--- config.mk ---
export PLATFORM = sky130hd
export DESIGN_NAME = vga_fb_arbiter
export DESIGN_NICKNAME = d
export VERILOG_FILES = /design/src/rtl/vga_fb_arbiter.sv
export SDC_FILE = /design/constraint.sdc
export NUM_CORES = 1
export LEC_CHECK = 0
export CAP_MARGIN = 20
export CORE_UTILIZATION = 37
export CTS_BUF_LIST = sky130_fd_sc_hd__clkbuf_4 sky130_fd_sc_hd__clkbuf_8 sky130_fd_sc_hd__clkbuf_16
export DETAILED_ROUTE_END_ITERATION = 7
export PLACE_DENSITY_LB_ADDON = 0.15
export SKIP_LAST_GASP = 1
export SLEW_MARGIN = 15
export SYNTH_ARGS = -nofsm -noshare
export SYNTH_HDL_FRONTEND = slang
export SYNTH_SLANG_ARGS = --single-unit
--- constraint.sdc ---
create_clock -name i_clk -period 2.9 [get_ports i_clk]
set_clock_uncertainty 0.2 [all_clocks]
set_input_delay 0.58 -clock i_clk [delete_from_list [all_inputs] [get_ports i_clk]]
set_output_delay 0.58 -clock i_clk [all_outputs]
set_load 0.01 [all_outputs]
--- src/rtl/vga_fb_arbiter.sv ---
// Single-port framebuffer arbiter: display scanout has absolute priority,
// two writers share the remaining cycles round-robin with starvation flags.
module vga_fb_arbiter #(
    parameter int ADDR_W       = 19,
    parameter int DATA_W       = 12,
    parameter int STARVE_LIMIT = 1024
) (
    input  logic              i_clk,
    input  logic              i_rstn,
    input  logic              i_disp_req,
    input  logic [ADDR_W-1:0] i_disp_addr,
    output logic [DATA_W-1:0] o_disp_rdata,
    output logic              o_disp_rvalid,
    input  logic              i_w0_valid,
    input  logic [ADDR_W-1:0] i_w0_addr,
    input  logic [DATA_W-1:0] i_w0_data,
    output logic              o_w0_ready,
    input  logic              i_w1_valid,
    input  logic [ADDR_W-1:0] i_w1_addr,
    input  logic [DATA_W-1:0] i_w1_data,
    output logic              o_w1_ready,
    output logic              o_mem_en,
    output logic              o_mem_we,
    output logic [ADDR_W-1:0] o_mem_addr,
    output logic [DATA_W-1:0] o_mem_wdata,
    input  logic [DATA_W-1:0] i_mem_rdata,
    input  logic              i_clr_starve,
    output logic              o_w0_starve,
    output logic              o_w1_starve
);

    localparam logic [15:0] LIM     = 16'(STARVE_LIMIT);
    localparam logic [15:0] CNT_MAX = 16'hFFFF;

    typedef enum logic [1:0] {
        GNT_NONE,
        GNT_DISP,
        GNT_W0,
        GNT_W1
    } gnt_e;

    gnt_e gnt;

    logic rr_q;
    logic rr_d;
    logic rvalid_q;
    logic rvalid_d;

    logic [1:0][15:0] wait_q;
    logic [1:0][15:0] wait_d;
    logic [1:0]       starve_q;
    logic [1:0]       starve_d;
    logic [1:0]       wr_valid;
    logic [1:0]       wr_gnt;
    logic [1:0]       stall;
    logic [1:0]       hit;

    // Grant decision is purely combinational on inputs and rr_q
    always_comb begin
        gnt = GNT_NONE;
        if (i_disp_req) begin
            gnt = GNT_DISP;
        end else if (i_w0_valid && i_w1_valid) begin
            gnt = rr_q ? GNT_W1 : GNT_W0;
        end else if (i_w0_valid) begin
            gnt = GNT_W0;
        end else if (i_w1_valid) begin
            gnt = GNT_W1;
        end
    end

    always_comb begin
        o_mem_en    = (gnt != GNT_NONE);
        o_mem_we    = (gnt == GNT_W0) || (gnt == GNT_W1);
        o_w0_ready  = (gnt == GNT_W0);
        o_w1_ready  = (gnt == GNT_W1);
        o_mem_addr  = i_w0_addr;
        o_mem_wdata = i_w0_data;
        unique case (gnt)
            GNT_DISP: o_mem_addr = i_disp_addr;
            GNT_W1: begin
                o_mem_addr  = i_w1_addr;
                o_mem_wdata = i_w1_data;
            end
            default: begin
                o_mem_addr  = i_w0_addr;
                o_mem_wdata = i_w0_data;
            end
        endcase
    end

    always_comb begin
        rr_d = rr_q;
        if (gnt == GNT_W0) begin
            rr_d = 1'b1;
        end else if (gnt == GNT_W1) begin
            rr_d = 1'b0;
        end
        rvalid_d = (gnt == GNT_DISP);
    end

    assign wr_valid = {i_w1_valid, i_w0_valid};
    assign wr_gnt   = {o_w1_ready, o_w0_ready};

    // Starve flag sets only on the increment that lands on LIM
    always_comb begin
        for (int i = 0; i < 2; i++) begin
            stall[i]  = wr_valid[i] & ~wr_gnt[i];
            wait_d[i] = '0;
            hit[i]    = 1'b0;
            if (stall[i]) begin
                if (wait_q[i] != CNT_MAX) begin
                    wait_d[i] = wait_q[i] + 16'd1;
                    hit[i]    = ((wait_q[i] + 16'd1) == LIM);
                end else begin
                    wait_d[i] = CNT_MAX;
                end
            end
            starve_d[i] = hit[i] | (starve_q[i] & ~i_clr_starve);
        end
    end

    always_ff @(posedge i_clk or negedge i_rstn) begin
        if (!i_rstn) begin
            rr_q     <= 1'b0;
            rvalid_q <= 1'b0;
            wait_q   <= '0;
            starve_q <= '0;
        end else begin
            rr_q     <= rr_d;
            rvalid_q <= rvalid_d;
            wait_q   <= wait_d;
            starve_q <= starve_d;
        end
    end

    assign o_disp_rvalid = rvalid_q;
    assign o_disp_rdata  = i_mem_rdata;
    assign o_w0_starve   = starve_q[0];
    assign o_w1_starve   = starve_q[1];

endmodule

==> summary.txt, run 1 <==
Routing
  – Vias: 2781
  – Drt pass-1 iters: 5
  – Wire length per cell: ~16 um
  – Routed WL: 8474 um
  – Post-route DRC violation count: 0
  – DR iter-0 viols: 68
  – Final ANT Viol Nets: 0
  – Vias per inst: 5.093

CTS
  – CTS H-tree depth: 2
  – TritonCTS Buffers: 5
  – CTS tree: done
  – Cts hold-fix bufs: 0
  – Clock root cell: clkbuf_8
  – Reg clk slew, reported paths: 0.08 ns
  – CTS max path bufs: 2
  – Clock Latency Late Sink: 0.30 ns
  – CTS sink cnt: 36

Cells and area
  – Most common cell after layout, fill and taps aside: clkdlybuf4s50_1
  – FILL cells: between 600 and 700
  – Share of cells above drive strength 1: 12.30%
  – Finished Cell Area: 4260 um2
  – Area Growth Syn to Fin: 53.17%
  – Antenna cell count: 0
  – Layout Cells excl Fill: about 550
  – Layout net count: 549
  – Most frequent cells in the layout: clkdlybuf4s50_1 (88), dfrtp_1 (36), nand2_1 (35), a21oi_1 (28), dlygate4sd2_1 (28)

Floorplanning
  – Die Span Y: between 80 and 90 um
  – Core area: 7253 um2
  – Chip width: ~90 um
  – Top-Level Pins: 149
  – Initial Util: between 30% and 40%
  – Num rows: 31
  – Die area: 7868 um2

Worst setup path
  – Max Fanout on Critical Path: 7
  – Crit end category: output pin
  – Crit Path Class: input port to output pin
  – R2r setup slk: 0.55 ns
  – Reg2reg path depth: 6
  – Critical path startpoint category: input port
  – Crit path DAT: approximately 2.1 ns
  – CP Data Required Time: 2.12 ns

Timing
  – Final Setup Violations: 0
  – Min Clock Period, post-route: ~2.8 ns
  – RSZ-0062 raised after global routing: no
  – Slew headroom: between 40 and 50%
  – Post-route clock period utilization: 98.15%
  – Setup TNS Final: 0 ns
  – Least-Margin Pin Slew: slightly above 0.8 ns
  – Max Clock Freq: around 350 MHz
  – Max-slew violations: 0
  – Final worst setup slack: 0.05355 ns
  – Final hold vios: 0

Outcome
  – Outcome: finished, final reports clean

Power
  – Register share of total power: 34.7%
  – Switching Share: a little under a quarter
  – Pint: 1.152 mW
  – P_sw: approximately 0.34 mW
  – Leak pwr: 1.746 nW
  – VDD IR max: between 0.15 and 0.2 mV
  – Comb pwr share: 23.3%
  – Pwr per Cell Area: 349.8 nW/um2
  – Clock Power Share: 42.0%

Place
  – Place WS: -0.4215 ns
  – Area after DPL: slightly above 4000 um2
  – Dpl hpwl: approximately 6300 um
  – Cell count after placement: 532
  – PortBufs: 124
  – Routability Congestion: approximately 0.9

Hold path
  – Worst hold path type: input port to asynchronous set/reset pin

Global route
  – First-pass GRT wire length: 13190 um
  – Grt total ovfl: 0
  – Initial antenna violation count: 0
  – Pin count of the biggest net entering global routing: 37
  – GRT Total Usage: 22.08%
  – Vias in the first global route: ~2600

Synth
  – Synth cell types: 53
  – Cells after Synth: 329
  – Asr flop ratio synth: 100.0%
  – Net Count, Synth: roughly 430
  – Cell Area, Synth: 2781 um2
  – Yosys reg bits: 36
  – Synthesized area per cell: ~8.5 um2
  – Synthesis Warnings: 0
  – Primary FF master, synth: dfrtp_1
  – Register area share after synthesis: 32.39%
  – EDFF count, synth: 0

Flow run
  – Max-cap violations: 0
through the flow:
step	hold WS (ns)	utilization, %	power (mW)
after global placement	0.2966	55.89	0.8805
final	0.1624	58.74	1.490
after global routing	0.2198	58.74	1.552
after floorplan	0.08441	-	0.6633
after CTS	0.2004	58.58	1.499
after detailed placement	0.2936	55.89	0.8836
critical path, stage by stage:
cell and delay [ns]:
dlygate4sd2_1 0.25, nor2b_4 0.13, nand2b_4 0.16, nor2_4 0.11
buf_4 0.12, buf_6 0.12, mux2_2 0.33, dlygate4sd2_1 0.28
cells in the mapped netlist (2+ instances only):
master    count  area (um2)
nand3_1      12       60.06
dfrtp_1      36       900.9
nor2_1       25       93.84
xor2_1       10       87.58
a21oi_1      28       140.1
xnor2_1      14       122.6
nand2b_1      3       18.77
o21ai_0      19       95.09
clkbuf_1     12       45.04
and2_1        2       12.51
nor3_1        4       20.02
or2_2         2       12.51
nand4_1       9       56.30
mux2_2       13       146.4
a31oi_1       3       18.77
nor4_1        6       37.54
and4_1        3       26.28
o21ai_1       2       10.01
or3_1         3       18.77
and3_1        2       12.51
o31ai_1       2       15.01
nor3b_1       2       15.01
nand2_1      35       131.4
clkbuf_2      2       10.01
mux2i_1      22       220.2
o31a_1        3       26.28
buf_4        13       97.59
inv_1         9       33.78
buf_2         5       25.02
or4_1         2       15.01
ha_1          4       50.05
sequential cells by signal (all words and copies together), names as in the netlist:
name,count
wait_q,32
starve_q,2
o_disp_rvalid,1
rr_q,1
final timing paths:
kind                                       startpoint               endpoint
worst max-delay path                       i_w0_valid         o_mem_wdata[9]
worst min-delay path                           i_rstn   wait_q[21]$_DFF_PN0_
worst max register to register    wait_q[0]$_DFF_PN0_  starve_q[0]$_DFF_PN0_
worst min register to register  starve_q[1]$_DFF_PN0_  starve_q[1]$_DFF_PN0_
max in group asynchronous                      i_rstn   wait_q[12]$_DFF_PN0_
min in group i_clk              starve_q[1]$_DFF_PN0_  starve_q[1]$_DFF_PN0_
repair_timing:
item                                    4_1_cts  5_1_grt
endpoints found under the setup margin       33        8
pin swaps                                     1        0
buffers inserted                              4        0
cloned                                        2        0
resized for setup                            53        6
cell families after synthesis:
| kind of cell | share of synthesized area (%) |
|---|---|
| simple gates | 21.59 |
| compound gates | 15.88 |
| buf+inv | 7.602 |
| flops | 32.39 |
| mux | 13.18 |
| xor+xnor | 7.557 |
| fa+ha+maj | 1.799 |
layout make-up:
cell class | instances | area, um2 | share of cell area (%)
Timing Repair Buffer | 142 | 1351 | 31.72
Tap cell | 99 | 123.9 | 2.907
Sequential cell | 36 | 900.9 | 21.15
Clock buffer | 5 | 68.82 | 1.615
Inverter | 9 | 33.78 | 0.7930
Clock inverter | 3 | 90.09 | 2.115
Multi-Input combinational cell | 252 | 1692 | 39.71
metal layers:
metal / vias up / global-route usage, % / share of wire [%]
met4: 0 / 6.891 / 1.7
met5: - / 0 / 0
met1: 1272 / 25.90 / 42
li1: 1401 / - / -
met3: 15 / 5.877 / 5.7
met2: 93 / 39.16 / 51
power groups by stage:
| stage | logic (mW) | clock network [mW] | registers (mW) |
|---|---|---|---|
| 2_1_floorplan | 0.139 | 0 | 0.524 |
| 3_3_place_gp | 0.355 | 0 | 0.526 |
| 3_5_place_dp | 0.357 | 0 | 0.526 |
| 4_1_cts | 0.348 | 0.634 | 0.517 |
| 5_1_grt | 0.377 | 0.657 | 0.519 |
| 6_report | 0.347 | 0.626 | 0.517 |
Power figures use the tool's default switching activity.
==> run 2: changes to the inputs <==
--- a/config.mk
+++ b/config.mk
@@ -6,7 +6,9 @@
 export NUM_CORES = 1
 export LEC_CHECK = 0
 export CAP_MARGIN = 20
-export CORE_UTILIZATION = 37
+export CELL_PAD_IN_SITES_DETAIL_PLACEMENT = 1
+export CELL_PAD_IN_SITES_GLOBAL_PLACEMENT = 1
+export CORE_UTILIZATION = 28
 export CTS_BUF_LIST = sky130_fd_sc_hd__clkbuf_4 sky130_fd_sc_hd__clkbuf_8 sky130_fd_sc_hd__clkbuf_16
 export DETAILED_ROUTE_END_ITERATION = 7
 export PLACE_DENSITY_LB_ADDON = 0.15
==> summary.txt, run 2 (synthesized netlist as in run 1, its figures left out) <==
Outcome
  – Outcome: finished, final reports clean (unchanged)

Power
  – Total chip power: 1.262 mW (was 1.490 mW)
  – Leak pwr: 1.732 nW (was 1.746 nW)
  – Pwr per Cell Area: 297.6 nW/um2 (was 349.8 nW/um2)
  – VDD IR max: 0.1873 mV (was 0.1626 mV)

Worst setup path
  – Reg2reg end: starve_q[0]$_DFF_PN0_ (unchanged)
  – Slowest Stage Delay on Critical Path: 0.52 ns (was 0.33 ns)
  – Crit-path slowest cell: clkdlybuf4s50_1 (was mux2_2)
  – Critical path, cell by cell: dlygate4sd2_1 > buf_4 > or3_1 > clkdlybuf4s50_1 (was dlygate4sd2_1 > nor2b_4 > nand2b_4 > nor2_4 > buf_4 > buf_6 > mux2_2 > dlygate4sd2_1)
  – Crit Path Class: input port to output pin (unchanged)
  – Critical path startpoint category: input port (unchanged)
  – Max Fanout on Critical Path: 9 (was 7)
  – R2r setup slk: 0.58 ns (was 0.55 ns)
  – RR Startpoint: wait_q[0]$_DFF_PN0_ (unchanged)
  – CP Data Required Time: 2.12 ns (about the same)
  – Crit end category: output pin (unchanged)
  – Crit path DAT: 1.91 ns (was 2.07 ns)
  – Reg2reg path depth: 6 (unchanged)

Floorplanning
  – Chip width: 101.7 um (was 88.70 um)
  – Core area: 9684 um2 (was 7253 um2)
  – Die Span Y: 101.7 um (was 88.70 um)
  – Top-Level Pins: 149 (unchanged)
  – Die area: 10340 um2 (was 7868 um2)
  – Num rows: 36 (was 31)
  – Initial Util: 28.72% (was 38.35%)

Global route
  – GRT Total Usage: 19.39% (was 22.08%)
  – First-pass GRT wire length: 15370 um (was 13190 um)
  – Met1 usage: 22.04% (was 25.90%)
  – GR Layer Usage met3: 4.624% (was 5.877%)
  – Grt met2 use: 35.08% (was 39.16%)
  – Grt total ovfl: 0 (unchanged)
  – Pin count of the biggest net entering global routing: 37 (unchanged)
  – Vias in the first global route: 3081 (was 2615)
  – GR peak layer: met2 (unchanged)
  – Initial antenna violation count: 0 (unchanged)

Cells and area
  – Layout net count: 551 (was 549)
  – Antenna cell count: 0 (unchanged)
  – Top reg by flops: wait_q (unchanged)
  – Share of cells above drive strength 1: 18.49% (was 12.30%)
  – FILL cells: 1155 (was 664)
  – Biggest regs: wait_q: 32 flops, starve_q: 2 flops (unchanged)
  – Area Growth Syn to Fin: 52.50% (was 53.17%)
  – Most common cell after layout, fill and taps aside: clkdlybuf4s50_1 (unchanged)
  – Fin util: 43.80% (was 58.74%)
  – Layout Cells excl Fill: 582 (was 546)
  – Most frequent cells in the layout: clkdlybuf4s50_1 (86), dfrtp_1 (36), nand2_1 (35), a21oi_1 (28), nor2_1 (24) (was clkdlybuf4s50_1 (88), dfrtp_1 (36), nand2_1 (35), a21oi_1 (28), dlygate4sd2_1 (28))
  – Flip-flop count of the largest register after layout: 32 (unchanged)

Place
  – Dpl hpwl: 7387 um (was 6318 um)
  – PortBufs: 124 (unchanged)
  – Routability Congestion: 0.7914 (was 0.9028)
  – Cell count after placement: 565 (was 532)

Routing
  – Wire length per cell: 16.30 um (was 15.52 um)
  – DR iter-0 viols: 109 (was 68)
  – Routed WL: 9487 um (was 8474 um)
  – Vias per inst: 4.969 (was 5.093)
  – Vias: 2892 (was 2781)
  – Drt pass-1 iters: 4 (was 5)
  – Final ANT Viol Nets: 0 (unchanged)
  – Post-route DRC violation count: 0 (unchanged)

CTS
  – Cts hold-fix bufs: 0 (unchanged)
  – Clock root cell: clkbuf_8 (unchanged)
  – CTS H-tree depth: 2 (unchanged)
  – Reg clk slew, reported paths: 0.08 ns (about the same)
  – CTS tree: done (unchanged)
  – Clock Latency Late Sink: 0.29 ns (was 0.30 ns)
  – CTS max path bufs: 2 (unchanged)
  – CTS sink cnt: 36 (unchanged)
  – TritonCTS Buffers: 5 (unchanged)

Hold path
  – Worst hold path type: input port to asynchronous set/reset pin (unchanged)

Timing
  – Max-slew violations: 0 (unchanged)
  – Min Clock Period, post-route: 2.692 ns (was 2.846 ns)
  – Least-Margin Pin Slew: 0.8310 ns (was 0.8093 ns)
  – Final Setup Violations: 0 (unchanged)
  – Post-route clock period utilization: 92.82% (was 98.15%)
  – RSZ-0062 raised after global routing: no (unchanged)
  – Slew headroom: 44.60% (was 46.05%)
  – Setup TNS Final: 0 ns (unchanged)
  – Max Clock Freq: 371.5 MHz (was 351.3 MHz)
  – Final hold vios: 0 (unchanged)
  – Hold Slack: 0.1785 ns (was 0.1624 ns)

Flow run
  – Max-cap violations: 0 (unchanged)
==> run 2: cell types whose count changed in the layout (fill, tap and decap cells not counted), moves of 2 or more <==
cell | previous run | this run
buf_2 | 3 | 21
buf_4 | 13 | 15
clkdlybuf4s50_1 | 88 | 86
dlymetal6s2s_1 | 1 | 3
clkdlybuf4s15_1 | 4 | 2
dlygate4sd2_1 | 28 | 4
buf_6 | 4 | 2
bufinv_16 | 3 | 0
buf_12 | 0 | 2
clkdlybuf4s15_2 | 0 | 8
==> run 2: cell type report <==
class,count,area (um2),share of cell area [%]
Clock buffer,7,90.09,2.124
Clock inverter,1,7.507,0.1770
Inverter,9,33.78,0.7965
Multi-Input combinational cell,252,1692,39.88
Sequential cell,36,900.9,21.24
Tap cell,133,166.4,3.923
Timing Repair Buffer,144,1351,31.86
==> run 2: power by group <==
group | leakage (nW) | internal [mW] | switching [mW]
sequential | 0.495 | 0.509 | 0.00896
combinational | 1.19 | 0.218 | 0.141
clock | 0.0479 | 0.203 | 0.183
==> run 2: metal layers <==
layer,share of wire [%],wire length (um)
met5,0,0
met4,2.3,221
met3,4.1,387
met2,53,5012
met1,41,3866
==> run 2: worst max-delay path by stage <==
stage / slack, ns / start / end / depth (start not counted)
after floorplan: 0.37 / i_w0_valid / o_mem_wdata[10] / 5
after global placement: -0.35 / i_w0_valid / o_mem_wdata[7] / 7
after detailed placement: -0.40 / i_w0_valid / o_mem_wdata[7] / 7
after CTS: -0.09 / i_w0_valid / o_mem_wdata[7] / 7
after global routing: 0.18 / i_disp_req / o_mem_en / 4
final: 0.21 / i_disp_req / o_mem_en / 4
==> run 2: metrics by stage <==
step | cell area [um2] | worst slack, ns
floorplan | 2781 | 0.3655
global placement | 4101 | -0.3511
detailed placement | 4101 | -0.4014
CTS | 4217 | -0.08603
global route | 4242 | 0.1818
finish | 4242 | 0.2081
==> run 2: timing repair <==
item                                    in CTS  in global routing
gates cloned                                 2                  0
endpoints found under the setup margin      35                 27
hold endpoints to repair                     0                  0
pin swaps                                    0                  1
gates resized for setup                    135                  5
buffers inserted                             5                  2
==> run 2: worst max-delay path: cells and delay by family <==
kind / cells / cell delay [ns]
buffers and inverters: 3 / 1.02
AND/OR/NAND/NOR: 1 / 0.30
